==> config.mk <==
export PLATFORM = sky130hd
export DESIGN_NAME = mem_seq_flat
export DESIGN_NICKNAME = d
export VERILOG_FILES = /design/src/rtl/mem_seq_if.sv /design/src/rtl/mem_seq.sv /design/src/flat_wrapper.sv
export SDC_FILE = /design/constraint.sdc
export NUM_CORES = 1
export LEC_CHECK = 0
export CAP_MARGIN = 20
export CORE_MARGIN = 3
export CORE_UTILIZATION = 44
export DETAILED_ROUTE_END_ITERATION = 12
export PLACE_DENSITY = 0.89
export SYNTH_ARGS = -nofsm -noshare
export SYNTH_HDL_FRONTEND = slang
export SYNTH_SLANG_ARGS = --single-unit
export TNS_END_PERCENT = 100
==> constraint.sdc <==
create_clock -name clk -period 2.3 [get_ports clk]
set_input_delay 0.46 -clock clk [delete_from_list [all_inputs] [get_ports clk]]
set_output_delay 0.46 -clock clk [all_outputs]
set_load 0.05 [all_outputs]
==> src/rtl/mem_seq_if.sv <==
// ============================================================================
// mem_seq_if : MEM-stage op + memory bus bundle for mem_seq     Rev 1.0
// ============================================================================
`default_nettype none

`ifndef WORD_W
`define WORD_W 32
`endif
`ifndef MEM_OP_W
`define MEM_OP_W 4
`endif

interface mem_seq_if #(
   parameter int ADDR_W = 32,
   parameter int WORD_W = `WORD_W
);
   logic                 op_valid;
   logic [`MEM_OP_W-1:0] mem_op;
   logic [ADDR_W-1:0]    addr;
   logic [WORD_W-1:0]    wdata;
   logic                 op_ready;
   logic                 stall;
   logic                 mreq;
   logic                 mwe;
   logic [ADDR_W-1:0]    maddr;
   logic [WORD_W-1:0]    mwdata;
   logic [3:0]           mbe;
   logic                 mack;
   logic [WORD_W-1:0]    mrdata;
   logic                 rdata_valid;
   logic [WORD_W-1:0]    rdata;

   // The sequencer masters the memory bus and serves the pipeline.
   modport master (
      input  op_valid, mem_op, addr, wdata, mack, mrdata,
      output op_ready, stall, mreq, mwe, maddr, mwdata, mbe, rdata_valid, rdata
   );

   modport slave (
      output op_valid, mem_op, addr, wdata, mack, mrdata,
      input  op_ready, stall, mreq, mwe, maddr, mwdata, mbe, rdata_valid, rdata
   );
endinterface

`default_nettype wire

==> src/rtl/mem_seq.sv <==
// ============================================================================
// mem_seq : IDLE/REQ/RESP load-store sequencer; MEM_SEQ_MISALIGN_TRAP_EN adds
//           a misaligned-access trap and the misalign port.          Rev 1.0
// ============================================================================
`default_nettype none

`ifndef WORD_W
`define WORD_W 32
`endif
`ifndef MEM_OP_W
`define MEM_OP_W 4
`endif

module mem_seq #(
   parameter int WORD_W = `WORD_W,
   parameter int ADDR_W = 32
) (
   input  wire logic  clk,
   input  wire logic  rst_n,
   mem_seq_if.master  bus
`ifdef MEM_SEQ_MISALIGN_TRAP_EN
   ,
   output logic       misalign
`endif
);

   localparam logic [3:0] OP_WR_BYTE  = 4'd1;
   localparam logic [3:0] OP_WR_HALF  = 4'd2;
   localparam logic [3:0] OP_WR_WORD  = 4'd3;
   localparam logic [3:0] OP_RD_BYTE  = 4'd4;
   localparam logic [3:0] OP_RD_HALF  = 4'd5;
   localparam logic [3:0] OP_RD_WORD  = 4'd6;
   localparam logic [3:0] OP_RD_BYTEU = 4'd7;
   localparam logic [3:0] OP_RD_HALFU = 4'd8;

   typedef enum logic [1:0] {
      IDLE = 2'd0,
      REQ  = 2'd1,
      RESP = 2'd2
   } state_t;

   state_t              r_state;
   state_t              w_next;
   logic [3:0]          r_op;
   logic [1:0]          r_lane;
   logic                r_mwe;
   logic [ADDR_W-1:0]   r_maddr;
   logic [WORD_W-1:0]   r_mwdata;
   logic [3:0]          r_mbe;
   logic [WORD_W-1:0]   r_rdata;

   logic                w_is_store;
   logic                w_is_load;
   logic                w_accept;
   logic                w_trap;
   logic                w_start;
   logic                w_r_is_load;
   logic [3:0]          w_mbe;
   logic [WORD_W-1:0]   w_mwdata;
   logic [7:0]          w_byte;
   logic [15:0]         w_half;
   logic [WORD_W-1:0]   w_ld;
   logic                w_stall;
   logic                w_ready;
   logic                w_mreq;
   logic                w_rvalid;

   assign w_is_store  = (bus.mem_op >= OP_WR_BYTE) && (bus.mem_op <= OP_WR_WORD);
   assign w_is_load   = (bus.mem_op >= OP_RD_BYTE) && (bus.mem_op <= OP_RD_HALFU);
   // Gated by rst_n so stall stays low while reset is held.
   assign w_accept    = rst_n && (r_state == IDLE) && bus.op_valid && (w_is_store || w_is_load);
   assign w_start     = w_accept && !w_trap;
   assign w_r_is_load = (r_op >= OP_RD_BYTE);

`ifdef MEM_SEQ_MISALIGN_TRAP_EN
   logic w_half_op;
   logic w_word_op;
   logic r_misalign;

   assign w_half_op = (bus.mem_op == OP_WR_HALF) || (bus.mem_op == OP_RD_HALF) ||
                      (bus.mem_op == OP_RD_HALFU);
   assign w_word_op = (bus.mem_op == OP_WR_WORD) || (bus.mem_op == OP_RD_WORD);
   assign w_trap    = (w_half_op && bus.addr[0]) || (w_word_op && (bus.addr[1:0] != 2'b00));

   always_ff @(posedge clk or negedge rst_n) begin
      if (!rst_n) begin
         r_misalign <= 1'b0;
      end else begin
         r_misalign <= w_accept && w_trap;
      end
   end

   assign misalign = r_misalign;
`else
   assign w_trap = 1'b0;
`endif

   // Store lane steering from the live op, captured on acceptance.
   always_comb begin
      w_mbe    = 4'b1111;
      w_mwdata = '0;
      case (bus.mem_op)
         OP_WR_BYTE: begin
            w_mbe    = 4'b0001 << bus.addr[1:0];
            w_mwdata = {4{bus.wdata[7:0]}};
         end
         OP_WR_HALF: begin
            w_mbe    = bus.addr[1] ? 4'b1100 : 4'b0011;
            w_mwdata = {2{bus.wdata[15:0]}};
         end
         OP_WR_WORD: begin
            w_mbe    = 4'b1111;
            w_mwdata = bus.wdata;
         end
         default: begin
            w_mbe    = 4'b1111;
            w_mwdata = '0;
         end
      endcase
   end

   always_comb begin
      w_byte = bus.mrdata[{r_lane, 3'b000} +: 8];
      w_half = r_lane[1] ? bus.mrdata[31:16] : bus.mrdata[15:0];
      w_ld   = bus.mrdata;
      case (r_op)
         OP_RD_BYTE:  w_ld = {{24{w_byte[7]}}, w_byte};
         OP_RD_BYTEU: w_ld = {24'h000000, w_byte};
         OP_RD_HALF:  w_ld = {{16{w_half[15]}}, w_half};
         OP_RD_HALFU: w_ld = {16'h0000, w_half};
         default:     w_ld = bus.mrdata;
      endcase
   end

   always_ff @(posedge clk or negedge rst_n) begin
      if (!rst_n) begin
         r_state <= IDLE;
      end else begin
         r_state <= w_next;
      end
   end

   always_comb begin
      w_next   = r_state;
      w_stall  = 1'b0;
      w_ready  = 1'b0;
      w_mreq   = 1'b0;
      w_rvalid = 1'b0;
      case (r_state)
         IDLE: begin
            w_ready = 1'b1;
            w_stall = w_accept;
            if (w_start) begin
               w_next = REQ;
            end
         end
         REQ: begin
            w_mreq  = 1'b1;
            w_stall = 1'b1;
            if (bus.mack) begin
               w_next = w_r_is_load ? RESP : IDLE;
            end
         end
         RESP: begin
            w_rvalid = 1'b1;
            w_next   = IDLE;
         end
         default: begin
            w_next = IDLE;
         end
      endcase
   end

   always_ff @(posedge clk or negedge rst_n) begin
      if (!rst_n) begin
         r_op     <= 4'd0;
         r_lane   <= 2'd0;
         r_mwe    <= 1'b0;
         r_maddr  <= '0;
         r_mwdata <= '0;
         r_mbe    <= 4'b0000;
         r_rdata  <= '0;
      end else begin
         if (w_start) begin
            r_op     <= bus.mem_op;
            r_lane   <= bus.addr[1:0];
            r_mwe    <= w_is_store;
            r_maddr  <= {bus.addr[ADDR_W-1:2], 2'b00};
            r_mwdata <= w_mwdata;
            r_mbe    <= w_mbe;
         end
         if ((r_state == REQ) && bus.mack && w_r_is_load) begin
            r_rdata <= w_ld;
         end
      end
   end

   assign bus.op_ready    = w_ready;
   assign bus.stall       = w_stall;
   assign bus.mreq        = w_mreq;
   assign bus.mwe         = r_mwe;
   assign bus.maddr       = r_maddr;
   assign bus.mwdata      = r_mwdata;
   assign bus.mbe         = r_mbe;
   assign bus.rdata_valid = w_rvalid;
   assign bus.rdata       = r_rdata;

endmodule

`default_nettype wire

==> src/flat_wrapper.sv <==
// flat-port wrapper written by rule: the top's interface ports become plain ports
module mem_seq_flat 
#(
   parameter int WORD_W = `WORD_W,
   parameter int ADDR_W = 32
)
  (clk, rst_n, bus_op_valid, bus_mem_op, bus_addr, bus_wdata, bus_mack, bus_mrdata, bus_op_ready, bus_stall, bus_mreq, bus_mwe, bus_maddr, bus_mwdata, bus_mbe, bus_rdata_valid, bus_rdata);
  mem_seq_if #(.ADDR_W(ADDR_W), .WORD_W(WORD_W)) bus_i ();
  input  wire logic clk;
  input  wire logic rst_n;
  input wire logic [$bits(bus_i.op_valid)-1:0] bus_op_valid;
  input wire logic [$bits(bus_i.mem_op)-1:0] bus_mem_op;
  input wire logic [$bits(bus_i.addr)-1:0] bus_addr;
  input wire logic [$bits(bus_i.wdata)-1:0] bus_wdata;
  input wire logic [$bits(bus_i.mack)-1:0] bus_mack;
  input wire logic [$bits(bus_i.mrdata)-1:0] bus_mrdata;
  output wire logic [$bits(bus_i.op_ready)-1:0] bus_op_ready;
  output wire logic [$bits(bus_i.stall)-1:0] bus_stall;
  output wire logic [$bits(bus_i.mreq)-1:0] bus_mreq;
  output wire logic [$bits(bus_i.mwe)-1:0] bus_mwe;
  output wire logic [$bits(bus_i.maddr)-1:0] bus_maddr;
  output wire logic [$bits(bus_i.mwdata)-1:0] bus_mwdata;
  output wire logic [$bits(bus_i.mbe)-1:0] bus_mbe;
  output wire logic [$bits(bus_i.rdata_valid)-1:0] bus_rdata_valid;
  output wire logic [$bits(bus_i.rdata)-1:0] bus_rdata;
  assign bus_i.op_valid = bus_op_valid;
  assign bus_i.mem_op = bus_mem_op;
  assign bus_i.addr = bus_addr;
  assign bus_i.wdata = bus_wdata;
  assign bus_i.mack = bus_mack;
  assign bus_i.mrdata = bus_mrdata;
  assign bus_op_ready = bus_i.op_ready;
  assign bus_stall = bus_i.stall;
  assign bus_mreq = bus_i.mreq;
  assign bus_mwe = bus_i.mwe;
  assign bus_maddr = bus_i.maddr;
  assign bus_mwdata = bus_i.mwdata;
  assign bus_mbe = bus_i.mbe;
  assign bus_rdata_valid = bus_i.rdata_valid;
  assign bus_rdata = bus_i.rdata;
  mem_seq #(.WORD_W(WORD_W), .ADDR_W(ADDR_W)) u_core (.clk(clk), .rst_n(rst_n), .bus(bus_i));
endmodule
### Yosys cells after proc, flatten, opt, wreduce, memory -nomap -nowiden

Cells that the tools add are included.

| cells by class | value |
|---|---|
| reductions and logical operators | 10 |
| order comparisons | 5 |
| shift-type cells | 2 |
| multiplexer cells | 13 |
| equality and inequality tests | 11 |

Operators by type and width:

| operator | count |
|---|---|
| $pmux W32 S4 | 1 |
| $pmux W32 S3 | 1 |
| $shiftx A32 B6 Y8 | 1 |
| $mux W16 | 1 |
| $eq A4 B3 Y1 const B | 3 |
| $eq A4 B2 Y1 const B | 2 |
| $ge A4 B3 Y1 const B | 2 |
| $pmux W4 S2 | 1 |
| $logic_and A1 B1 Y1 | 7 |
| $mux W2 | 3 |
| $eq A4 B1 Y1 const B | 1 |
| $eq A4 B4 Y1 const B | 1 |
| $ge A4 B1 Y1 const B | 1 |
| $le A4 B2 Y1 const B | 1 |
| $le A4 B4 Y1 const B | 1 |
| $mux W4 | 1 |
| $pmux W2 S2 | 1 |
| $shl A1 B2 Y4 const A | 1 |
| $mux W1 | 3 |
| $eq A2 B1 Y1 const B | 1 |
| $eq A2 B2 Y1 const B | 1 |
| $logic_not A2 Y1 | 1 |
| $ne A2 B1 Y1 const B | 1 |
| $ne A2 B2 Y1 const B | 1 |
| 3 further kinds | 3 |

| word-level totals | value |
|---|---|
| word-level logic and storage cells | 49 |
| register bits | 107 |
| input bits | 104 |

### Depth between registers and ports, before layout

Gate-level depths: netlist of the first run.

| logic depth | value |
|---|---|
| depth after elaboration | 6 |
| gate-level depth with buffers | 7 |

### Worst setup path before layout of the first run

No wires, ideal clock.

| timing | value |
|---|---|
| kind | input port to output port |
| from | input bus_mem_op[2] |
| to | output bus_stall |
| arrival | 2.079 ns |
| path buffers | 2 |
| required time | 1.840 ns |
| path slack | -0.239 ns |
| cell stages on the path | 5 |
| cell sequence | o31ai_1 > nand3_4 > buf_6 > buf_4 > a21oi_1 |

| between the ends | value |
|---|---|
| word-level cells in the longest chain between the ends | 5 |
| elaborated cells on any way between the ends | 9 |
| those cells by class | order compare (4); mux (1); reduce/logical (4) |

Ends and longest elaborated chain:

| item | line | RTL |
|---|---|---|
| start: declaration | flat_wrapper.sv:12 | `input wire logic [$bits(bus_i.mem_op)-1:0] bus_mem_op;` |
| $ge A4 B1 Y1 (tied with other cells) | mem_seq.sv:68 | `assign w_is_store = (bus.mem_op >= OP_WR_BYTE) && (bus.mem_op <= OP_WR_WORD);` |
| $logic_and A1 B1 Y1, on equally long branches | mem_seq.sv:68, mem_seq.sv:69 |  |
| $logic_or A1 B1 Y1 * | mem_seq.sv:71 | `assign w_accept = rst_n && (r_state == IDLE) && bus.op_valid && (w_is_store \|\| w_is_load);` |
| $logic_and A1 B1 Y1 * | mem_seq.sv:71 |  |
| $pmux W1 S2 * | mem_seq.sv:149 | `case (r_state)` |
| end: declaration | flat_wrapper.sv:18 | `output wire logic [$bits(bus_i.stall)-1:0] bus_stall;` |

Mark *: on every way between the ends. The rest lies on a longest branch, timed or not.

### Final worst setup path of the first run

| timing | value |
|---|---|
| from | input bus_mem_op[3] |
| to | output bus_stall |

The elaborated chain is that of the path after synthesis.

==> results of run 1 <==
## stage by stage
stage          utilization  power [uW]
4_1_cts              0.679        9210
6_report             0.679        9160
2_1_floorplan            -        5840
3_5_place_dp         0.651        7580
3_3_place_gp         0.651        7440
5_1_grt              0.679        9540
## cell families (layout without fill, tap and decap cells)
group,after synthesis,after routing,share of synthesized area
other,1,2,0.000723
xor gates and xnor gates,1,1,0.00531
and+or+nand+nor,127,127,0.121
DFF,107,107,0.516
muxes,67,67,0.144
AOI/OAI and AO/OA,132,132,0.167
buffers and inverters,39,254,0.0456
## synth_stat cells (all sizes together) (2+ instances only)
cell    number
a211o        4
a21o         2
a21oi       45
a22o        16
a22oi       17
a31oi        8
buf         29
clkbuf       6
dfrtp      107
inv          4
mux2        50
mux2i       16
nand2       37
nand2b       4
nand3       34
nand3b       3
nor2        24
nor2b        6
nor3        10
nor3b        2
o21ai       24
o31ai        9
or2          2
or3b         2
## final cells by class
type                            instances  area [sq um]  share of cell area
Multi-Input combinational cell        329          2290               0.294
Clock inverter                          7          85.1              0.0109
Sequential cell                       107          2680               0.344
Tap cell                              143           179              0.0230
Inverter                                4          15.0             0.00193
Timing Repair Buffer                  234          2320               0.298
Clock buffer                            9           225              0.0289
## sequential cells by signal, summed over array words and instances (netlist names)
| register | cells |
|---|---|
| u_core.r_op | 4 |
| u_core.bus.mbe | 4 |
| u_core.bus.rdata | 32 |
| u_core.bus.maddr | 30 |
| u_core.bus.mwdata | 32 |
| u_core.r_lane | 2 |
| u_core.bus.mwe | 1 |
| u_core.r_state | 2 |
## routing by layer
metal  vias to the layer above  global-route usage
met5                         -                   0
met4                         4              0.0998
met3                        48              0.0724
met2                       286               0.407
met1                      2271               0.294
li1                       2149                   -
## power breakdown
part / total (uW) / leakage (uW) / switching [uW] / internal, uW
registers: 2850 / 0.00132 / 391 / 2460
clock network: 1610 / 0.000146 / 740 / 866
logic: 4700 / 0.00183 / 3020 / 1680
total: 9160 / 0.00330 / 4160 / 5000
## worst max-delay path by stage
stage                             start         to  cells after the start
after global routing      bus_mem_op[3]  bus_stall                      5
after detailed placement  bus_mem_op[1]  bus_stall                      6
after floorplan           bus_mem_op[2]  bus_stall                      5
after global placement    bus_mem_op[2]  bus_stall                      5
after CTS                 bus_mem_op[3]  bus_stall                      5
final                     bus_mem_op[3]  bus_stall                      5
## what timing repair did
item	4_1_cts	5_1_grt
endpoints found under the hold margin	0	0
endpoints found under the setup margin	1	0
resized for setup	4	0
setup buffers	1	0
==> out/summary.md, run 1 <==
The type of the most critical hold path was input pin to async pin. The total length of routed met3 wires is 1660 um. Synthesis handed over a netlist of 474 instances. Of all nets on the critical path, the largest fanout is 2. Of all cell types, the one taking the most synthesized area is dfrtp_1. The highest metal layer used by the detailed router was met5.

After legalization and detailed placement, the total HPWL measured 12,100 um. Headroom to the max-slew limit: 0.514. The number of buffers and inverters on the critical path is 2. Setup slack on the worst reg-to-reg path comes out at 340 ps. Most common cell after layout, fill and taps aside: clkdlybuf4s50_1. The total area inside the core boundary comes to 11,500 sq um. The largest stage delay on the critical path is 560 ps, and the maximum buffer depth of the clock tree is 2. The register area share after synthesis is 0.516, and the flop and latch count out of synthesis is 107. The tools report the weighted congestion at the end of routability-driven global placement as 0.924. The number of placed cells counting well taps is 816. The root buffer cell chosen for the clock tree is clkbuf_16.

The vias after detailed routing is 4,758. The reported leakage power is 0.00330 uW. The run gives 6120 um as the routed metal-1 wire length. TritonCTS built the clock tree. Number of failing setup endpoints in the final timing report: 0.

The number of CTS-inserted buffers is 9. After synthesis, the mean cell area works out to 10.9 sq um. The number of enable flip-flop cells after synthesis came out at 0. The fraction of registers with async set or reset after synthesis came out at 1.00. The tools report the kind of start point of the critical path as an input pin. The final hold slack was 268 ps.

The run gives 467 as the number of violations reported at the end of detailed-routing iteration 0. Setup repair after global routing left no endpoint under its margin. For the total of hold buffers inserted after clock tree synthesis, the log shows 0.

The die area is 13,100 sq um, and the wire length on met2 is 7890 um. The clock latency at the later pin of the worst-skew pair was 350 ps. The run finished with clean final reports. For the pin with the worst max-slew slack, the measured transition is 728 ps.

The final layout contains 789 nets. For the setup total negative slack, the log shows 0 ps. The library cells used most frequently in the layout, excluding fill and tap cells, are 198 x clkdlybuf4s50_1, 107 x dfrtp_1, 50 x mux2_2. Worst path required time: 1840 ps. The run gives 4,820 as the number of global-route vias before repair.

The signed area change from the synthesized netlist to the final layout is 50.1%, and the average wire length per cell after detail routing is 19.4 um. Subtracting the final worst setup slack from the clock period gives 2250 ps. The first global-routing pass estimated 25,000 um of wire. Ratio of final minimum period to clock period: 0.979.

During synthesis, Yosys emitted a total of 0 warnings. The post-layout worst setup margin was 49.2 ps. The pre-CTS worst setup slack is -56.1 ps. For the instance area at placement, the log shows 7470 sq um.

The worst setup path is captured at an output port. In the post-synthesis netlist, the biggest area contributors are dfrtp_1 52%, mux2_2 11%, a21oi_1 4.2%, nand3_1 3.2%, mux2i_1 3.1%. The logs give 444 MHz for the achievable clock frequency and 7790 sq um for the design area. The total number of H-tree levels is 3, and the average vias per placed instance is 5.71. The most used flip-flop cell after synthesis is dfrtp_1.

The power per standard cell area was 1180 nW/um^2; the total of fill cells in the finished design was 849. The beginning of the worst register-to-register path is u_core.r_op[1]. The fraction of final layout cells sized beyond drive strength 1 was 0.167. The family with the most delay on the worst path was simple AND/OR/NAND/NOR gates. The number of placed I/O pins came out at 209. For the overall routed net length, the log shows 16,200 um. After global routing the overflow that remains totals 0. The tools report the reg-to-reg endpoint as u_core.bus.rdata[4]. The number of antenna violations at the first check in global routing was 2.

After floorplanning, the core was divided into 39 placement rows. For this design, the slowest cell found on the critical path is or4_4. The count of different cell masters after synthesis is 46, and the area share of the largest cell type after synthesis is 0.516. The width of the chip is 115 um. The cell area that synthesis handed to floorplanning was 5190 sq um. Measured along the y axis, the die boundary spans 115 um. 0 antenna diodes ended up in the layout. The worst-case IR drop observed on VDD is 1030 uV.

The number of I/O port buffers was 206; the number of failing hold endpoints at the final stage was 0. After detailed routing, the number of remaining DRC violations is 0. Traced cell by cell, the critical path runs through clkdlybuf4s50_1, or4_4, nand3_4, a21oi_2, buf_12. After clock tree synthesis, the clock-pin slew on the worst setup and hold paths is 80 ps. The tools report the effective utilization at floorplan as 0.452. The count of cells along the worst register-to-register path is 4, and the clock sink count is 107. The logs give 0 for the final-report max-slew violation count and 0.244 for the aggregate global-route resource usage.

Number of nets with antenna violations after routing: 0. For the signal arrival time at the worst endpoint, the log shows 1790 ps. The final cell count without fillers was 833. The count of maximum capacitance violations was 0; the worst clock skew on the final layout was 9.54 ps. The critical path class is input pin to output port.

For the first-pass iteration count of the detailed router, the log shows 5. Entering global routing, the biggest net connects 56 pins.
(Power assumes the default switching activity.)
==> run 2: changes to the inputs <==
CAP_MARGIN = unset   (was 20)
==> results of run 2 <==
The final DEF is identical to that of run 1; final timing and power are the same.
==> run 3: changes to the inputs <==
SETUP_SLACK_MARGIN = 0.4   (was unset)
==> out/summary.md, run 3 (same netlist as run 1, synthesis figures left out) <==
For the reported leakage power, the log shows 0.00358 uW (was 0.00330 uW). The count of maximum capacitance violations came out at 0 (unchanged). The logs give 9 (unchanged) for the number of CTS-inserted buffers and 11,500 sq um (unchanged) for the floorplan core area.

For the aggregate global-route resource usage, the log shows 0.245 (was 0.244). The average vias per placed instance works out to 5.66 (was 5.71). The clock sink count is 107 (unchanged), and the weighted congestion at the end of routability-driven global placement is 0.934 (was 0.924). The run gives 4,851 (was 4,820) as the number of global-route vias before repair.

Family with the most delay on the worst path: simple AND/OR/NAND/NOR gates (unchanged). The run gives 1010 uV (was 1030 uV) as the maximum VDD drop. The fraction of final layout cells sized beyond drive strength 1 was 0.183 (was 0.167).

For the die area, the log shows 13,100 sq um (unchanged). Cells along the critical path: clkdlybuf4s15_2, or4_4, nand3_4, a21oi_4, buf_12 (was clkdlybuf4s50_1, or4_4, nand3_4, a21oi_2, buf_12). The average wire length per cell after detail routing is 19.6 um (was 19.4 um), and the headroom to the max-slew limit is 0.429 (was 0.514). The vias after detailed routing came out at 4,740 (was 4,758). The number of placed I/O pins is 209 (unchanged). Critical path class: input pin to output port (unchanged). The time the worst path needs with I/O delays and setup came out at 2020 ps (was 2250 ps). The termination of the worst setup path was bus_stall (unchanged). The first-pass GRT wire length was 25,300 um (was 25,000 um). The maximum number of pins on one net before global-route repair was 68 (was 56); the count of cells along the worst register-to-register path was 6 (was 4).

The most common cell after layout, fill and taps aside is dfrtp_1 (was clkdlybuf4s50_1). The post-layout worst setup margin came out at 280 ps (was 49.2 ps). The number of stages on the worst setup path works out to 5 (unchanged).

The signed area change from the synthesized netlist to the final layout was 48.6% (was 50.1%). The tools report the total grt overflow as 0 (unchanged). The tools report the clock latency at the later pin of the worst-skew pair as 340 ps (was 350 ps). The kind of start point of the critical path is an input pin (unchanged).

Beginning of the worst register-to-register path: u_core.r_state[0] (was u_core.r_op[1]). The type of the most critical hold path is input pin to async pin (unchanged). The run finished with clean final reports. The measured slew at the worst slew-check pin was 856 ps (was 728 ps); the setup slack of the worst register-to-register path was 500 ps (was 340 ps). The number of placed cells counting well taps is 814 (was 816), and the die height is 115 um (unchanged). The signal arrival time at the worst endpoint was 1560 ps (was 1790 ps).

The power per standard cell area was 1120 nW/um^2 (was 1180 nW/um^2). The pre-CTS worst setup slack was -79.9 ps (was -56.1 ps). The run gives 0 (unchanged) as the total of hold buffers inserted after clock tree synthesis. The largest stage delay on the critical path is 540 ps (was 560 ps), and the width of the chip is 115 um (unchanged). Overall routed net length: 16,400 um (was 16,200 um).

The critical path buffer and inverter count was 2 (unchanged). Highest-count cells in the layout ignoring fill and taps: 104 x dfrtp_1, 101 x dlygate4sd2_1, 93 x clkdlybuf4s50_1 (was 198 x clkdlybuf4s50_1, 107 x dfrtp_1, 50 x mux2_2). The run gives 0 (unchanged) as the number of failing setup endpoints in the final timing report. Setup repair after global routing could not meet its margin everywhere.

Number of I/O port buffers: 206 (unchanged). TritonCTS built the clock tree. The number of nets with antenna violations after routing is 0 (unchanged), and the first-pass iteration count of the detailed router is 5 (unchanged). The slowest cell on the critical path was or4_4 (unchanged). The tools report the number of failing hold endpoints at the final stage as 0 (unchanged). Endpoint class of the critical path: an output port (unchanged).

The logs give 2 (unchanged) for the maximum buffer depth of the clock tree and 3 (unchanged) for the total number of H-tree levels. The net count reported at finish was 792 (was 789); the final cell count without fillers was 837 (was 833). The worst clock skew on the final layout was 5.50 ps (was 9.54 ps). The CTS root buffer was clkbuf_16 (unchanged). The tools report the residual DRC count as 0 (unchanged). For the effective utilization at floorplan, the log shows 0.452 (unchanged). For the row count, the log shows 39 (unchanged). The post-DP HPWL is 12,200 um (was 12,100 um). The number of antenna violations at the first check in global routing is 0 (was 2), and the number of violations reported at the end of detailed-routing iteration 0 is 422 (was 467). Ratio of final minimum period to clock period: 0.878 (was 0.979). For the final-report max-slew violation count, the log shows 0 (unchanged). Achievable clock frequency: 495 MHz (was 444 MHz). The clock-pin slew on the worst setup and hold paths is 70 ps (was 80 ps). The worst path required time was 1840 ps (about the same); the largest fanout of any net on the critical path was 4 (was 2). Reg-to-reg endpoint: u_core.bus.mbe[2] (was u_core.bus.rdata[4]). The first element of the critical path was bus_mem_op[2] (was bus_mem_op[3]).
-- run 3: changes by cell type in the layout (fill, tap and decap cells not counted), sizes merged, moves of 3 or more --
cell           previous run  this run
clkdlybuf4s50           198        93
dlymetal6s2s              0         4
dlygate4sd2               3       101
clkbuf                    9        12
buf                      33        36
clkinv                    1         4
-- run 3: routing by layer --
layer / GRT usage / wire length [um]
met2: 0.425 / 8240
met4: 0.0776 / 381
met1: 0.297 / 6140
met3: 0.0645 / 1670
met5: 0 / 0
-- run 3: final cells by class --
| cell class | instances | area, sq um |
|---|---|---|
| well taps | 143 | 179 |
| inverters | 4 | 15.0 |
| diodes | 1 | 2.50 |
| clock inverters | 5 | 36.3 |
| flip-flops and latches | 107 | 2680 |
| fillers | 879 | 3760 |
| multi-input cells | 329 | 2310 |
| repair buffers | 237 | 2230 |
| clock buffers | 11 | 253 |
-- run 3: through the flow --
step	area (sq um)	hold slack (ps)	TNS, ps	power (uW)	utilization
after global routing	7700	420	0	9020	0.672
after floorplan	5210	164	0	5840	-
after detailed placement	7460	472	-2870	7560	0.651
after CTS	7650	379	0	8650	0.667
final	7710	329	0	8650	0.672
after global placement	7460	461	-888	7440	0.651
-- run 3: power breakdown --
group / internal [uW] / switching, uW
sequential: 2460 / 380
clock: 799 / 700
combinational: 1300 / 3010
total: 4560 / 4090
-- run 3: how the worst min path moves through the flow --
stage               cells past startpoint                    end
floorplan                               0   u_core.bus.maddr[10]
global placement                        2  u_core.bus.mwdata[15]
detailed placement                      2  u_core.bus.mwdata[12]
CTS                                     2    u_core.bus.maddr[9]
global route                            2    u_core.bus.maddr[9]
finish                                  2   u_core.bus.rdata[15]
-- run 3: what timing repair did --
action                                  4_1_cts  5_1_grt
gates cloned                                  0        0
resized for setup                           111       11
endpoints found under the setup margin      188       15
pin swaps                                     4        3
setup buffers                                 2        4
